==> src/rtl/fifo_pkg.sv <==
// Shared constants and types for the synchronous FIFO slice.
// Build option FIFO_STICKY_ERR_EN is consumed by fifo_sync.
package fifo_pkg;

  localparam int unsigned DATA_WIDTH_DEF = 10;
  localparam int unsigned DEPTH_DEF      = 8;

  // Pointer width for a given depth (floor of 1 bit for degenerate sizes)
  function automatic int unsigned addr_width(input int unsigned depth);
    return (depth > 1) ? $clog2(depth) : 1;
  endfunction

  localparam int unsigned ADDR_WIDTH_DEF = addr_width(DEPTH_DEF);

  // Occupancy type for the default geometry: 0..DEPTH needs one extra bit
  typedef logic [ADDR_WIDTH_DEF:0] count_t;

endpackage

==> src/rtl/fifo_sync_if.sv <==
// Request/response bundle between a FIFO user (master) and fifo_sync (slave).
interface fifo_sync_if
  import fifo_pkg::*;
#(
  parameter int unsigned DATA_WIDTH = DATA_WIDTH_DEF,
  parameter int unsigned DEPTH      = DEPTH_DEF,
  localparam int unsigned ADDR_WIDTH = addr_width(DEPTH)
);

  logic [DATA_WIDTH-1:0] Fifo_Data_in;
  logic                  write_enable;
  logic                  read_enable;
  logic [ADDR_WIDTH:0]   umbral_af;
  logic [ADDR_WIDTH:0]   umbral_ae;

  logic [DATA_WIDTH-1:0] Fifo_Data_out;
  logic                  data_valid;
  logic                  fifo_full;
  logic                  fifo_empty;
  logic                  almost_full;
  logic                  almost_empty;
  logic [ADDR_WIDTH:0]   fifo_count;
  logic                  overflow;
  logic                  underflow;

  modport master (
    output Fifo_Data_in, write_enable, read_enable, umbral_af, umbral_ae,
    input  Fifo_Data_out, data_valid, fifo_full, fifo_empty,
           almost_full, almost_empty, fifo_count, overflow, underflow
  );

  modport slave (
    input  Fifo_Data_in, write_enable, read_enable, umbral_af, umbral_ae,
    output Fifo_Data_out, data_valid, fifo_full, fifo_empty,
           almost_full, almost_empty, fifo_count, overflow, underflow
  );

endinterface

==> src/rtl/fifo_mem_dp.sv <==
// Dual-port storage array: one write port, one registered read port.
// No reset on the array or the read register; contents survive reset.
module fifo_mem_dp
  import fifo_pkg::*;
#(
  parameter int unsigned DATA_WIDTH = DATA_WIDTH_DEF,
  parameter int unsigned DEPTH      = DEPTH_DEF,
  localparam int unsigned ADDR_WIDTH = addr_width(DEPTH)
) (
  input  logic                  clk,
  input  logic                  wr_en,
  input  logic [ADDR_WIDTH-1:0] wr_addr,
  input  logic [DATA_WIDTH-1:0] wr_data,
  input  logic                  rd_en,
  input  logic [ADDR_WIDTH-1:0] rd_addr,
  output logic [DATA_WIDTH-1:0] rd_data
);

  logic [DATA_WIDTH-1:0] r_mem [DEPTH];

  // Read-before-write on an address collision: the read sees the old word
  always_ff @(posedge clk) begin
    if (wr_en) begin
      r_mem[wr_addr] <= wr_data;
    end
    if (rd_en) begin
      rd_data <= r_mem[rd_addr];
    end
  end

endmodule

==> src/rtl/fifo_sync.sv <==
// Single-clock FIFO: pointers, occupancy, flags and overflow/underflow reporting.
// Define FIFO_STICKY_ERR_EN to make overflow/underflow hold until reset.
module fifo_sync
  import fifo_pkg::*;
#(
  parameter int unsigned DATA_WIDTH = DATA_WIDTH_DEF,
  parameter int unsigned DEPTH      = DEPTH_DEF,
  localparam int unsigned ADDR_WIDTH = addr_width(DEPTH),
  localparam int unsigned CNT_WIDTH  = ADDR_WIDTH + 1
) (
  input  logic        clk,
  input  logic        reset,
  fifo_sync_if.slave  bus
);

  if ((DEPTH < 4) || ((DEPTH & (DEPTH - 1)) != 0)) begin : g_depth_check
    $error("fifo_sync: DEPTH must be a power of 2 and at least 4");
  end

  localparam logic [CNT_WIDTH-1:0] CNT_FULL = CNT_WIDTH'(DEPTH);

  logic [ADDR_WIDTH-1:0] r_wr_ptr;
  logic [ADDR_WIDTH-1:0] r_rd_ptr;
  logic [CNT_WIDTH-1:0]  r_count;
  logic                  r_data_valid;
  logic                  r_have_data;
  logic                  r_overflow;
  logic                  r_underflow;

  logic                  w_full;
  logic                  w_empty;
  logic                  w_rd_acc;
  logic                  w_wr_acc;
  logic                  w_wr_rej;
  logic                  w_rd_rej;
  logic                  w_mem_wr;
  logic                  w_mem_rd;
  logic [DATA_WIDTH-1:0] w_rd_data;

  // Acceptance: a read frees a slot, so a full FIFO still takes a paired write
  always_comb begin
    w_full   = (r_count == CNT_FULL);
    w_empty  = (r_count == '0);
    w_rd_acc = bus.read_enable && !w_empty;
    w_wr_acc = bus.write_enable && (!w_full || w_rd_acc);
    w_wr_rej = bus.write_enable && !w_wr_acc;
    w_rd_rej = bus.read_enable && !w_rd_acc;
    w_mem_wr = w_wr_acc && !reset;
    w_mem_rd = w_rd_acc && !reset;
  end

  fifo_mem_dp #(
    .DATA_WIDTH (DATA_WIDTH),
    .DEPTH      (DEPTH)
  ) u_mem (
    .clk     (clk),
    .wr_en   (w_mem_wr),
    .wr_addr (r_wr_ptr),
    .wr_data (bus.Fifo_Data_in),
    .rd_en   (w_mem_rd),
    .rd_addr (r_rd_ptr),
    .rd_data (w_rd_data)
  );

  // Pointer, occupancy and status registers
  always_ff @(posedge clk) begin
    if (reset) begin
      r_wr_ptr     <= '0;
      r_rd_ptr     <= '0;
      r_count      <= '0;
      r_data_valid <= 1'b0;
      r_have_data  <= 1'b0;
      r_overflow   <= 1'b0;
      r_underflow  <= 1'b0;
    end else begin
      if (w_wr_acc) begin
        r_wr_ptr <= r_wr_ptr + ADDR_WIDTH'(1);
      end
      if (w_rd_acc) begin
        r_rd_ptr <= r_rd_ptr + ADDR_WIDTH'(1);
      end
      if (w_wr_acc && !w_rd_acc) begin
        r_count <= r_count + CNT_WIDTH'(1);
      end else if (w_rd_acc && !w_wr_acc) begin
        r_count <= r_count - CNT_WIDTH'(1);
      end
      r_data_valid <= w_rd_acc;
      r_have_data  <= r_have_data || w_rd_acc;
`ifdef FIFO_STICKY_ERR_EN
      r_overflow   <= r_overflow  || w_wr_rej;
      r_underflow  <= r_underflow || w_rd_rej;
`else
      r_overflow   <= w_wr_rej;
      r_underflow  <= w_rd_rej;
`endif
    end
  end

  // Read register is not reset, so mask it to zero until the first accepted read
  assign bus.Fifo_Data_out = r_have_data ? w_rd_data : '0;
  assign bus.data_valid    = r_data_valid;
  assign bus.overflow      = r_overflow;
  assign bus.underflow     = r_underflow;
  assign bus.fifo_count    = r_count;
  assign bus.fifo_full     = w_full;
  assign bus.fifo_empty    = w_empty;
  assign bus.almost_full   = (r_count >= bus.umbral_af);
  assign bus.almost_empty  = (r_count <= bus.umbral_ae);

endmodule

==> src/flat_wrapper.sv <==
// flat-port wrapper written by rule: the top's interface ports become plain ports
module fifo_sync_flat import fifo_pkg::*;
#(
  parameter int unsigned DATA_WIDTH = DATA_WIDTH_DEF,
  parameter int unsigned DEPTH      = DEPTH_DEF,
  localparam int unsigned ADDR_WIDTH = addr_width(DEPTH),
  localparam int unsigned CNT_WIDTH  = ADDR_WIDTH + 1
)
  (clk, reset, bus_Fifo_Data_in, bus_write_enable, bus_read_enable, bus_umbral_af, bus_umbral_ae, bus_Fifo_Data_out, bus_data_valid, bus_fifo_full, bus_fifo_empty, bus_almost_full, bus_almost_empty, bus_fifo_count, bus_overflow, bus_underflow);
  fifo_sync_if #(.DATA_WIDTH(DATA_WIDTH), .DEPTH(DEPTH)) bus_i ();
  input  logic clk;
  input  logic reset;
  input wire logic [$bits(bus_i.Fifo_Data_in)-1:0] bus_Fifo_Data_in;
  input wire logic [$bits(bus_i.write_enable)-1:0] bus_write_enable;
  input wire logic [$bits(bus_i.read_enable)-1:0] bus_read_enable;
  input wire logic [$bits(bus_i.umbral_af)-1:0] bus_umbral_af;
  input wire logic [$bits(bus_i.umbral_ae)-1:0] bus_umbral_ae;
  output wire logic [$bits(bus_i.Fifo_Data_out)-1:0] bus_Fifo_Data_out;
  output wire logic [$bits(bus_i.data_valid)-1:0] bus_data_valid;
  output wire logic [$bits(bus_i.fifo_full)-1:0] bus_fifo_full;
  output wire logic [$bits(bus_i.fifo_empty)-1:0] bus_fifo_empty;
  output wire logic [$bits(bus_i.almost_full)-1:0] bus_almost_full;
  output wire logic [$bits(bus_i.almost_empty)-1:0] bus_almost_empty;
  output wire logic [$bits(bus_i.fifo_count)-1:0] bus_fifo_count;
  output wire logic [$bits(bus_i.overflow)-1:0] bus_overflow;
  output wire logic [$bits(bus_i.underflow)-1:0] bus_underflow;
  assign bus_i.Fifo_Data_in = bus_Fifo_Data_in;
  assign bus_i.write_enable = bus_write_enable;
  assign bus_i.read_enable = bus_read_enable;
  assign bus_i.umbral_af = bus_umbral_af;
  assign bus_i.umbral_ae = bus_umbral_ae;
  assign bus_Fifo_Data_out = bus_i.Fifo_Data_out;
  assign bus_data_valid = bus_i.data_valid;
  assign bus_fifo_full = bus_i.fifo_full;
  assign bus_fifo_empty = bus_i.fifo_empty;
  assign bus_almost_full = bus_i.almost_full;
  assign bus_almost_empty = bus_i.almost_empty;
  assign bus_fifo_count = bus_i.fifo_count;
  assign bus_overflow = bus_i.overflow;
  assign bus_underflow = bus_i.underflow;
  fifo_sync #(.DATA_WIDTH(DATA_WIDTH), .DEPTH(DEPTH)) u_core (.clk(clk), .reset(reset), .bus(bus_i));
endmodule
==> config.mk <==
export PLATFORM = sky130hd
export DESIGN_NAME = fifo_sync_flat
export DESIGN_NICKNAME = d
export VERILOG_FILES = /design/src/rtl/fifo_pkg.sv /design/src/rtl/fifo_sync_if.sv /design/src/rtl/fifo_mem_dp.sv /design/src/rtl/fifo_sync.sv /design/src/flat_wrapper.sv
export SDC_FILE = /design/constraint.sdc
export NUM_CORES = 1
export LEC_CHECK = 0
export ABC_CLOCK_PERIOD_IN_PS = 3300
export CAP_MARGIN = 10
export CORE_MARGIN = 2
export CORE_UTILIZATION = 56
export DETAILED_ROUTE_END_ITERATION = 16
export GPL_TIMING_DRIVEN = 0
export PLACE_DENSITY_LB_ADDON = 0.15
export SLEW_MARGIN = 20
export SYNTH_ARGS = -nofsm -noshare
export SYNTH_HDL_FRONTEND = slang
export SYNTH_SLANG_ARGS = --single-unit
==> constraint.sdc <==
create_clock -name clk -period 3.3 [get_ports clk]
set_input_delay 0.66 -clock clk [delete_from_list [all_inputs] [get_ports clk]]
set_output_delay 0.66 -clock clk [all_outputs]
set_load 0.05 [all_outputs]
==> flow_metrics.py, run 1 <==
metrics = {
    "synthesis": {
        "ys.flop_type": "edfxtp_1",
        "synth_seq_cells": 104,
        "yosys_warnings": 0,
        "synth_top_cell_by_area": "edfxtp_1",
        "synthArstFlopShare_pct": 0,
        "syn_area_per_cell_um2": 17.6,
        "syn_nets": 280,
        "synth_edf_count": 90,
        "yosys.area.top_type_share_pct": 63.0,
        "syn_area_um2": 4290,
        "synthTopCellsByArea": "edfxtp_1 (63%), mux4_2 (10%), dfxtp_1 (6.5%), ha_1 (3.8%), mux2_2 (2.9%)",
        "synth_cells": 244,
        "netlist_top_cells_count": "edfxtp_1 (90), mux4_2 (20), nor2_1 (15)",
        "synthMostInstantiatedCell": "edfxtp_1",
        "yosysSeqAreaShare_pct": 69.5,
        "synth_cell_types": 42,
    },
    "worst_setup_path": {
        "cp-endpoint": "bus_almost_full",
        "r2r-start": "u_core.bus.fifo_count[1]",
        "critPathMaxFanout": 1,
        "endpoint_kind": "output pin",
        "criticalPathCategory": "in -> out",
        "worst_r2r_endpoint": "u_core.bus.fifo_count[3]",
        "r2r_cells": 10,
        "critical_path_arrival_ns": 2.40,
        "crit_required_ns": 2.64,
        "critPathLaunch": "bus_umbral_af[0]",
        "rrSetupSlack_ns": 0.36,
        "start_kind": "input port",
    },
    "floorplan": {
        "dieArea_um2": 8380,
        "initial_core_util_pct": 58.5,
        "die_height_um": 91.5,
        "pin_count": 43,
        "core-area_um2": 7330,
        "die_width_um": 91.5,
        "num_rows": 31,
    },
    "routing": {
        "drt-total-wl_um": 7670,
        "avgRoutedWirePerCell_um": 18.8,
        "vias": 2252,
        "vias_per_cell": 5.52,
        "drt-initial-drc-count": 96,
        "first_pass_iters": 4,
        "ant_nets": 0,
        "route.detailed.drc": 0,
    },
    "timing": {
        "setup-tns-final_ns": 0,
        "finalCritPeriodShare_pct": 92.6,
        "setup_slack_ns": 0.243,
        "hold_viol": 0,
        "relSlewSlack_pct": 31.0,
        "fmax_ghz": 0.327,
        "rsz0062_at_grt": "false",
        "slew_violations": 0,
        "fin_skew_ns": 0.0139,
        "tightest_slew_ns": 1.03,
        "setup_viol": 0,
        "fin_crit_ns": 3.06,
    },
    "global_route": {
        "grt_antenna_before_repair": 0,
        "grt_max_degree": 19,
        "grt.overflow.total": 0,
        "grt_usage_pct": 19.9,
        "grt_pass1_vias": 2304,
        "grt_pass1_wl_um": 12100,
    },
    "finish": {
        "antenna_cells": 0,
        "num-fill-cells": 492,
        "fin_util_pct": 69.8,
        "drive_gt1_share_pct": 24.6,
        "fin_nets": 340,
        "area_growth_pct": 19.2,
    },
    "placement": {
        "dp_hpwl_um": 5270,
        "gp_congestion": 0.692,
        "portBuffers": 40,
        "place_worst_setup_slack_ns": -0.199,
    },
    "cts": {
        "cts.clk_slew.worst_paths_ns": 0.10,
        "root_buffer": "clkbuf_8",
        "h-tree-depth": 3,
        "post_cts_buffers": 0,
        "clk_latency_ns": 0.37,
        "clock_path_buffers": 2,
        "tritoncts": "built",
        "cts_buffers": 9,
        "cts.sinks": 104,
    },
    "job": {
        "drv_cap": 0,
    },
    "min_path": {
        "hold_class": "in -> reg",
    },
    "power": {
        "irDropWorstVdd_uv": 371,
        "power.density_nw_per_um2": 693,
        "cellLeakagePower_uw": 0.00177,
    },
    "outcome": {
        "outcome": "completed",
    },
}
-- cell usage in the layout, fill, tap and decap left out, drive strengths merged, types with 2 or more instances in the layout --
cell,Yosys,final
xor2,4,4
mux4,20,20
nand3,3,3
and2,10,10
dfxtp,14,14
nand2,7,7
o21ai,3,3
ha,13,13
nor4b,2,2
nor2,15,15
mux2,11,11
nor3,3,3
clkbuf,7,18
clkinv,0,2
a21o,3,3
inv,11,14
o21a,2,2
nor2b,2,2
a21oi,5,5
buf,4,13
edfxtp,90,90
nor4,2,2
clkdlybuf4s50,0,38
-- state kept, by name, summed over array words and instances, names as in the netlist --
signal                 cells
u_core.bus.fifo_count      4
u_core.bus.underflow       1
u_core.r_wr_ptr            3
u_core.r_have_data         1
u_core.u_mem.r_mem        80
u_core.bus.data_valid      1
u_core.u_mem.rd_data      10
u_core.bus.overflow        1
u_core.r_rd_ptr            3
-- routing by layer --
layer / vias up / global-route usage, % / share of wire (%)
met2: 63 / 32.2 / 50
met1: 1118 / 27.0 / 43
met3: 8 / 4.73 / 5.6
met5: - / 0 / 0
li1: 1063 / - / -
met4: 0 / 6.31 / 1.2
-- power breakdown --
part / leakage [µW] / switching, µW / internal, µW
combinational: 0.000735 / 641 / 503
clock: 0.000103 / 433 / 362
sequential: 0.000930 / 68.5 / 1540
-- metrics by stage --
step	std cells	instance area (µm²)	hold slack (ns)	total power [µW]
detailed placement	392	4920	0.595	2800
global placement	383	4820	0.546	2770
CTS	408	5120	0.480	3570
finish	408	5120	0.490	3540
global route	408	5120	0.476	3720
floorplan	244	4290	0.525	2470
-- critical path: stages --
cell and delay (ns):
clkdlybuf4s50_1 0.47, ha_1 0.22, nand2b_1 0.14, a21o_1 0.17, a21o_1 0.16, a21o_1 0.16, dlygate4sd2_1 0.41
-- timing repair --
action                                  CTS  global route
endpoints found under the setup margin    2             1
gates cloned                              0             0
hold buffers                              0             0
gates resized for setup                   2             3
-- worst min-delay path by stage --
stage,slack [ns],end,startpoint,cells past startpoint
after floorplan,0.53,u_core.r_wr_ptr[1],u_core.r_wr_ptr[1],2
after global placement,0.55,u_core.r_wr_ptr[1],u_core.r_wr_ptr[1],2
after detailed placement,0.60,u_core.u_mem.rd_data[9],u_core.r_rd_ptr[2],1
after CTS,0.48,u_core.r_wr_ptr[1],reset,2
after global routing,0.48,u_core.r_wr_ptr[1],reset,2
final,0.49,u_core.r_wr_ptr[1],reset,2
-- kinds of logic after synthesis --
| kind of cell | Yosys count | synth area share (%) |
|---|---|---|
| flip-flops | 104 | 69.5 |
| AND/OR/NAND/NOR | 51 | 6.65 |
| multiplexers | 32 | 13.6 |
| buffers and inverters | 22 | 2.22 |
| AO/OA/AOI/OAI | 16 | 2.74 |
| adder cells (fa/ha/maj) | 14 | 4.26 |
| XOR/XNOR | 5 | 1.02 |
-- layout make-up --
cell class                      instances  area [µm²]  area share (%)
Clock inverter                          6        72.6            1.42
Buffer                                 11        53.8            1.05
Tap cell                               99         124            2.42
Clock buffer                           10         128            2.49
Timing Repair Buffer                   49         464            9.07
Multi-Input combinational cell        118        1250            24.4
Inverter                               11        41.3           0.807
Sequential cell                       104        2980            58.3
Power figures use the tool's default switching activity.
==> run 2: changes to the inputs <==
--- a/config.mk
+++ b/config.mk
@@ -12,7 +12,6 @@
 export DETAILED_ROUTE_END_ITERATION = 16
 export GPL_TIMING_DRIVEN = 0
 export PLACE_DENSITY_LB_ADDON = 0.15
-export SLEW_MARGIN = 20
 export SYNTH_ARGS = -nofsm -noshare
 export SYNTH_HDL_FRONTEND = slang
 export SYNTH_SLANG_ARGS = --single-unit
==> run 2 against run 1 <==
  * Clock power grew 3.0%
  * Wire length grew 2.4%
  * Global-route usage grew 0.59 points
  * Largest cell class unchanged
  * Flip-flop and latch count is the same
  * Combinational power is essentially flat
==> flow_metrics.py, run 2 (synthesis gave the netlist of run 1 again) <==
metrics = {
    "cts": {
        "h-tree-depth": 3,
        "tritoncts": "built",
        "cts.sinks": 104,
        "clk_latency_ns": 0.37,
        "root_buffer": "clkbuf_8",
        "cts_buffers": 9,
        "clock_path_buffers": 2,
        "post_cts_buffers": 0,
        "cts.clk_slew.worst_paths_ns": 0.10,
    },
    "floorplan": {
        "die_height_um": 91.5,
        "pin_count": 43,
        "core-area_um2": 7330,
        "num_rows": 31,
        "initial_core_util_pct": 58.5,
        "dieArea_um2": 8380,
        "die_width_um": 91.5,
    },
    "worst_setup_path": {
        "crit_required_ns": 2.64,
        "start_kind": "input port",
        "r2r-start": "u_core.bus.fifo_count[1]",
        "rrSetupSlack_ns": 0.32,
        "endpoint_kind": "output pin",
        "critPathMaxFanout": 1,
        "criticalPathCategory": "in -> out",
        "r2r_cells": 10,
        "worst_r2r_endpoint": "u_core.bus.fifo_count[3]",
        "critical_path_arrival_ns": 2.40,
    },
    "power": {
        "p_int_uw": 2410,
        "power_frac_clock_pct": 22.9,
        "p_sw_uw": 1160,
        "swShare_pct": 32.6,
        "power.density_nw_per_um2": 696,
        "pwr-share-seq_pct": 44.9,
        "power_frac_comb_pct": 32.1,
        "cellLeakagePower_uw": 0.00177,
        "irDropWorstVdd_uv": 372,
    },
    "global_route": {
        "grt_pass1_wl_um": 12300,
        "grt_max_degree": 20,
        "grt_usage_pct": 20.5,
        "grt_pass1_vias": 2302,
        "grt.overflow.total": 0,
        "grt_antenna_before_repair": 0,
    },
    "timing": {
        "slew_violations": 0,
        "rsz0062_at_grt": "false",
        "setup_viol": 0,
        "setup_slack_ns": 0.243,
        "fin_skew_ns": 0.0115,
        "finalCritPeriodShare_pct": 92.6,
        "tightest_slew_ns": 1.16,
        "setup-tns-final_ns": 0,
        "fin_crit_ns": 3.06,
        "fmax_ghz": 0.327,
        "hold_viol": 0,
        "relSlewSlack_pct": 22.1,
        "hold_ws_ns": 0.481,
    },
    "placement": {
        "place_area_um2": 4920,
        "portBuffers": 40,
        "dp_hpwl_um": 5260,
        "place_worst_setup_slack_ns": -0.201,
        "gp_congestion": 0.692,
    },
    "routing": {
        "drt-initial-drc-count": 77,
        "drt-total-wl_um": 7850,
        "ant_nets": 0,
        "route.detailed.drc": 0,
        "vias_per_cell": 5.51,
        "first_pass_iters": 4,
        "avgRoutedWirePerCell_um": 19.3,
        "vias": 2244,
    },
    "finish": {
        "design_area_um2": 5130,
        "drive_gt1_share_pct": 24.4,
        "largest_reg_flops": 80,
        "antenna_cells": 0,
        "final_common_cell": "edfxtp_1",
        "regMostFlops": "u_core.u_mem.r_mem",
        "num-fill-cells": 463,
        "fin_util_pct": 69.9,
        "fin_nets": 339,
        "area_growth_pct": 19.5,
        "final_cell_mix": "edfxtp_1 (90), clkdlybuf4s50_1 (38), mux4_2 (20), nor2_1 (15), dfxtp_1 (14)",
    },
    "min_path": {
        "hold_depth": 2,
        "min_from": "reset",
        "hold_class": "in -> reg",
        "min_to": "u_core.r_wr_ptr[1]",
    },
    "outcome": {
        "outcome": "completed",
    },
    "job": {
        "drv_cap": 0,
    },
}
==> run 2: cell type report <==
type	instances	area (µm²)	share of cell area (%)
buffer	11	53.8	1.05
timing repair buffer	48	465	9.08
multi-input combinational	118	1250	24.3
tap	99	124	2.42
inverter	11	41.3	0.805
clock inverter	7	88.8	1.73
sequential	104	2980	58.2
clock buffer	9	124	2.42
==> run 2: worst max-delay path by stage <==
stage               depth (start not counted)                startpoint  slack (ns)                  endpoint
finish                                      7          bus_umbral_af[0]        0.24           bus_almost_full
global route                               10  u_core.bus.fifo_count[1]        0.13  u_core.bus.fifo_count[3]
CTS                                         8          bus_umbral_ae[1]        0.07          bus_almost_empty
detailed placement                          8          bus_umbral_ae[1]       -0.20          bus_almost_empty
global placement                            3          bus_write_enable       -0.68  u_core.u_mem.r_mem[0][3]
floorplan                                   5  u_core.bus.fifo_count[1]        0.03          bus_almost_empty
==> run 2: worst max-delay path, stage by stage <==
cell and delay [ns]:
clkdlybuf4s50_1 0.47, ha_1 0.22, nand2b_1 0.14, a21o_1 0.17, a21o_1 0.16, a21o_1 0.16, dlygate4sd2_1 0.41
==> run 2: repair_timing <==
item,4_1_cts,5_1_grt
hold buffers,0,0
resized for setup,2,3
endpoints found under the setup margin,2,1
==> run 2: routing by layer <==
metal	global-route usage (%)	part of all wire [%]	vias up
met2	32.7	50	45
met4	5.68	0.85	0
li1	-	-	1062
met3	5.64	4.2	7
met5	0	0	-
met1	28.1	45	1130
==> run 2: power groups by stage <==
| stage | Combinational [µW] | Clock (µW) | Sequential [µW] |
|---|---|---|---|
| 3_5_place_dp | 1160 | 0 | 1640 |
| 2_1_floorplan | 769 | 0 | 1700 |
| 4_1_cts | 1160 | 835 | 1610 |
| 5_1_grt | 1240 | 901 | 1620 |
| 3_3_place_gp | 1140 | 0 | 1630 |
| 6_report | 1150 | 819 | 1600 |
==> run 2: per-stage QoR <==
step,cells,total power (µW)
after floorplan,244,2470
after global placement,383,2770
after detailed placement,391,2800
after CTS,407,3600
after global routing,407,3760
final,407,3570
==> run 3: changes to the inputs <==
--- a/config.mk
+++ b/config.mk
@@ -5,10 +5,10 @@
 export SDC_FILE = /design/constraint.sdc
 export NUM_CORES = 1
 export LEC_CHECK = 0
-export ABC_CLOCK_PERIOD_IN_PS = 3300
+export ABC_CLOCK_PERIOD_IN_PS = 2600
 export CAP_MARGIN = 10
 export CORE_MARGIN = 2
-export CORE_UTILIZATION = 56
+export CORE_UTILIZATION = 51
 export DETAILED_ROUTE_END_ITERATION = 16
 export GPL_TIMING_DRIVEN = 0
 export PLACE_DENSITY_LB_ADDON = 0.15
==> constraint.sdc (replaced) <==
create_clock -name clk -period 2.6 [get_ports clk]
set_input_delay 0.52 -clock clk [delete_from_list [all_inputs] [get_ports clk]]
set_output_delay 0.52 -clock clk [all_outputs]
set_load 0.05 [all_outputs]
==> run 3 against run 2 <==
  * Core utilization is 5.7 points lower
  * Combinational power is 35% higher
  * Count of clock-buffer cells in the layout stayed put
  * Register-to-register slack worse by 0.26 ns
  * Die area is 9.4% higher
  * Largest cell class unchanged
  * Largest power group unchanged
==> flow_metrics.py, run 3 (synthesis gave the netlist of run 1 again) <==
metrics = {
    "finish": {
        "design_area_um2": 5250,
        "fin_util_pct": 64.2,
        "regMostFlops": "u_core.u_mem.r_mem",
        "antenna_cells": 0,
        "area_growth_pct": 22.4,
        "final_cell_mix": "edfxtp_1 (90), clkdlybuf4s50_1 (35), mux4_2 (20), nor2_1 (15)",
        "fin_nets": 344,
        "num-fill-cells": 601,
        "drive_gt1_share_pct": 29.4,
        "largest_reg_flops": 80,
        "final_common_cell": "edfxtp_1",
    },
    "outcome": {
        "outcome": "completed",
    },
    "cts": {
        "clk_latency_ns": 0.38,
        "cts.clk_slew.worst_paths_ns": 0.10,
        "cts.sinks": 104,
        "cts_buffers": 9,
        "clock_path_buffers": 2,
        "h-tree-depth": 3,
        "ctsHoldBuffers": 0,
        "root_buffer": "clkbuf_8",
        "tritoncts": "built",
    },
    "floorplan": {
        "initial_core_util_pct": 52.5,
        "num_rows": 33,
        "pin_count": 43,
        "die_height_um": 95.7,
        "die_width_um": 95.7,
        "dieArea_um2": 9160,
        "core-area_um2": 8180,
    },
    "timing": {
        "relSlewSlack_pct": 22.5,
        "fin_skew_ns": 0.0181,
        "setup_viol": 0,
        "hold_viol": 0,
        "fmax_ghz": 0.392,
        "rsz0062_at_grt": "true",
        "finalCritPeriodShare_pct": 98.0,
        "slew_violations": 0,
        "hold_ws_ns": 0.340,
        "fin_crit_ns": 2.55,
        "setup-tns-final_ns": 0,
        "tightest_slew_ns": 1.16,
    },
    "worst_setup_path": {
        "max_stage_delay_ns": 0.46,
        "crit_buf_inv": 2,
        "rrSetupSlack_ns": 0.06,
        "r2r-start": "u_core.bus.fifo_count[0]",
        "r2r_cells": 10,
        "criticalPathCategory": "in -> out",
        "critPathSlowestCell": "clkdlybuf4s50_1",
        "start_kind": "input port",
        "worst_r2r_endpoint": "u_core.bus.fifo_count[3]",
        "crit_required_ns": 2.08,
        "cpLargestDelayFamily": "buffers and inverters",
        "critical_path_arrival_ns": 2.03,
        "endpoint_kind": "output pin",
        "critPathMaxFanout": 1,
        "crit_chain": "clkdlybuf4s50_1 > ha_1 > nand2b_1 > a21o_1 > a21o_1 > a21o_1 > buf_2",
        "timing.critical_path.mode_cell": "a21o_1",
    },
    "job": {
        "drv_cap": 0,
    },
    "power": {
        "cellLeakagePower_uw": 0.00182,
        "power.density_nw_per_um2": 896,
        "irDropWorstVdd_uv": 411,
    },
    "global_route": {
        "use_met2_pct": 29.1,
        "grt_antenna_before_repair": 0,
        "grt_pass1_wl_um": 12000,
        "grt.overflow.total": 0,
        "grt_max_degree": 19,
        "grt_pass1_vias": 2209,
        "top_usage_layer": "met2",
        "grt_usage_pct": 18.9,
        "use_met1_pct": 26.5,
        "grtUsageMet3_pct": 3.92,
    },
    "placement": {
        "dp_hpwl_um": 4950,
        "gp_congestion": 0.718,
        "place_area_um2": 4940,
        "portBuffers": 40,
    },
    "routing": {
        "route.detailed.drc": 0,
        "drt-total-wl_um": 7830,
        "drt-initial-drc-count": 116,
        "vias": 2287,
        "avgRoutedWirePerCell_um": 18.7,
        "ant_nets": 0,
        "vias_per_cell": 5.47,
        "first_pass_iters": 4,
    },
    "min_path": {
        "min_from": "reset",
        "hold_class": "in -> reg",
        "hold_depth": 2,
        "min_to": "u_core.r_wr_ptr[1]",
    },
}
[run 3: changes by cell type in the layout (fill, tap and decap cells not counted), moves of 2 or more]
cell,change
inv_4,+2
clkdlybuf4s50_1,-3
buf_4,+6
ha_1,-2
dfxtp_4,+3
dfxtp_1,-4
ha_4,+2
[run 3: how the worst max path moves through the flow]
stage | startpoint | slack, ns | depth (start not counted) | to
2_1_floorplan | u_core.bus.fifo_count[1] | 0.01 | 10 | u_core.bus.fifo_count[3]
3_3_place_gp | bus_write_enable | -1.17 | 5 | u_core.u_mem.r_mem[4][6]
3_5_place_dp | bus_umbral_ae[1] | -0.59 | 8 | bus_almost_empty
4_1_cts | bus_umbral_ae[1] | 0.002 | 8 | bus_almost_empty
5_1_grt | u_core.bus.fifo_count[0] | -0.03 | 10 | u_core.bus.fifo_count[3]
6_report | bus_umbral_af[0] | 0.05 | 7 | bus_almost_full
[run 3: layer usage]
layer  part of all wire (%)  routed length, µm  vias up
met2                     50               3900       47
met5                      0                  0        -
met1                     46               3590     1165
met3                    3.8                297        4
met4                   0.51                 40        0
li1                       -                  -     1071
[run 3: repair_timing]
action	in CTS	in global routing
pin swaps	1	6
endpoints found under the setup margin	14	3
setup buffers	1	5
endpoints found under the hold margin	0	0
resized for setup	14	11
[run 3: layout make-up]
| class | count | area [µm²] | area share [%] |
|---|---|---|---|
| inverters | 11 | 46.3 | 0.881 |
| plain buffers | 11 | 55.1 | 1.05 |
| clock buffers | 9 | 124 | 2.36 |
| multi-input cells | 118 | 1300 | 24.7 |
| clock inverters | 7 | 105 | 2.00 |
| well taps | 105 | 131 | 2.50 |
| flip-flops and latches | 104 | 3000 | 57.0 |
| repair buffers | 53 | 498 | 9.48 |
[run 3: through the flow]
stage                     total power (µW)  setup slack [ns]  cells
after floorplan                       3160            0.0136    244
after global placement                3560             -1.17    389
after detailed placement              3590            -0.593    395
after CTS                             4680           0.00220    412
after global routing                  4960           -0.0313    418
final                                 4710            0.0509    418
[run 3: power breakdown]
| group | switching [µW] | total, µW | internal, µW |
|---|---|---|---|
| Sequential | 88.3 | 2050 | 1960 |
| Clock | 562 | 1110 | 552 |
| Combinational | 855 | 1550 | 692 |
| Total | 1500 | 4710 | 3200 |
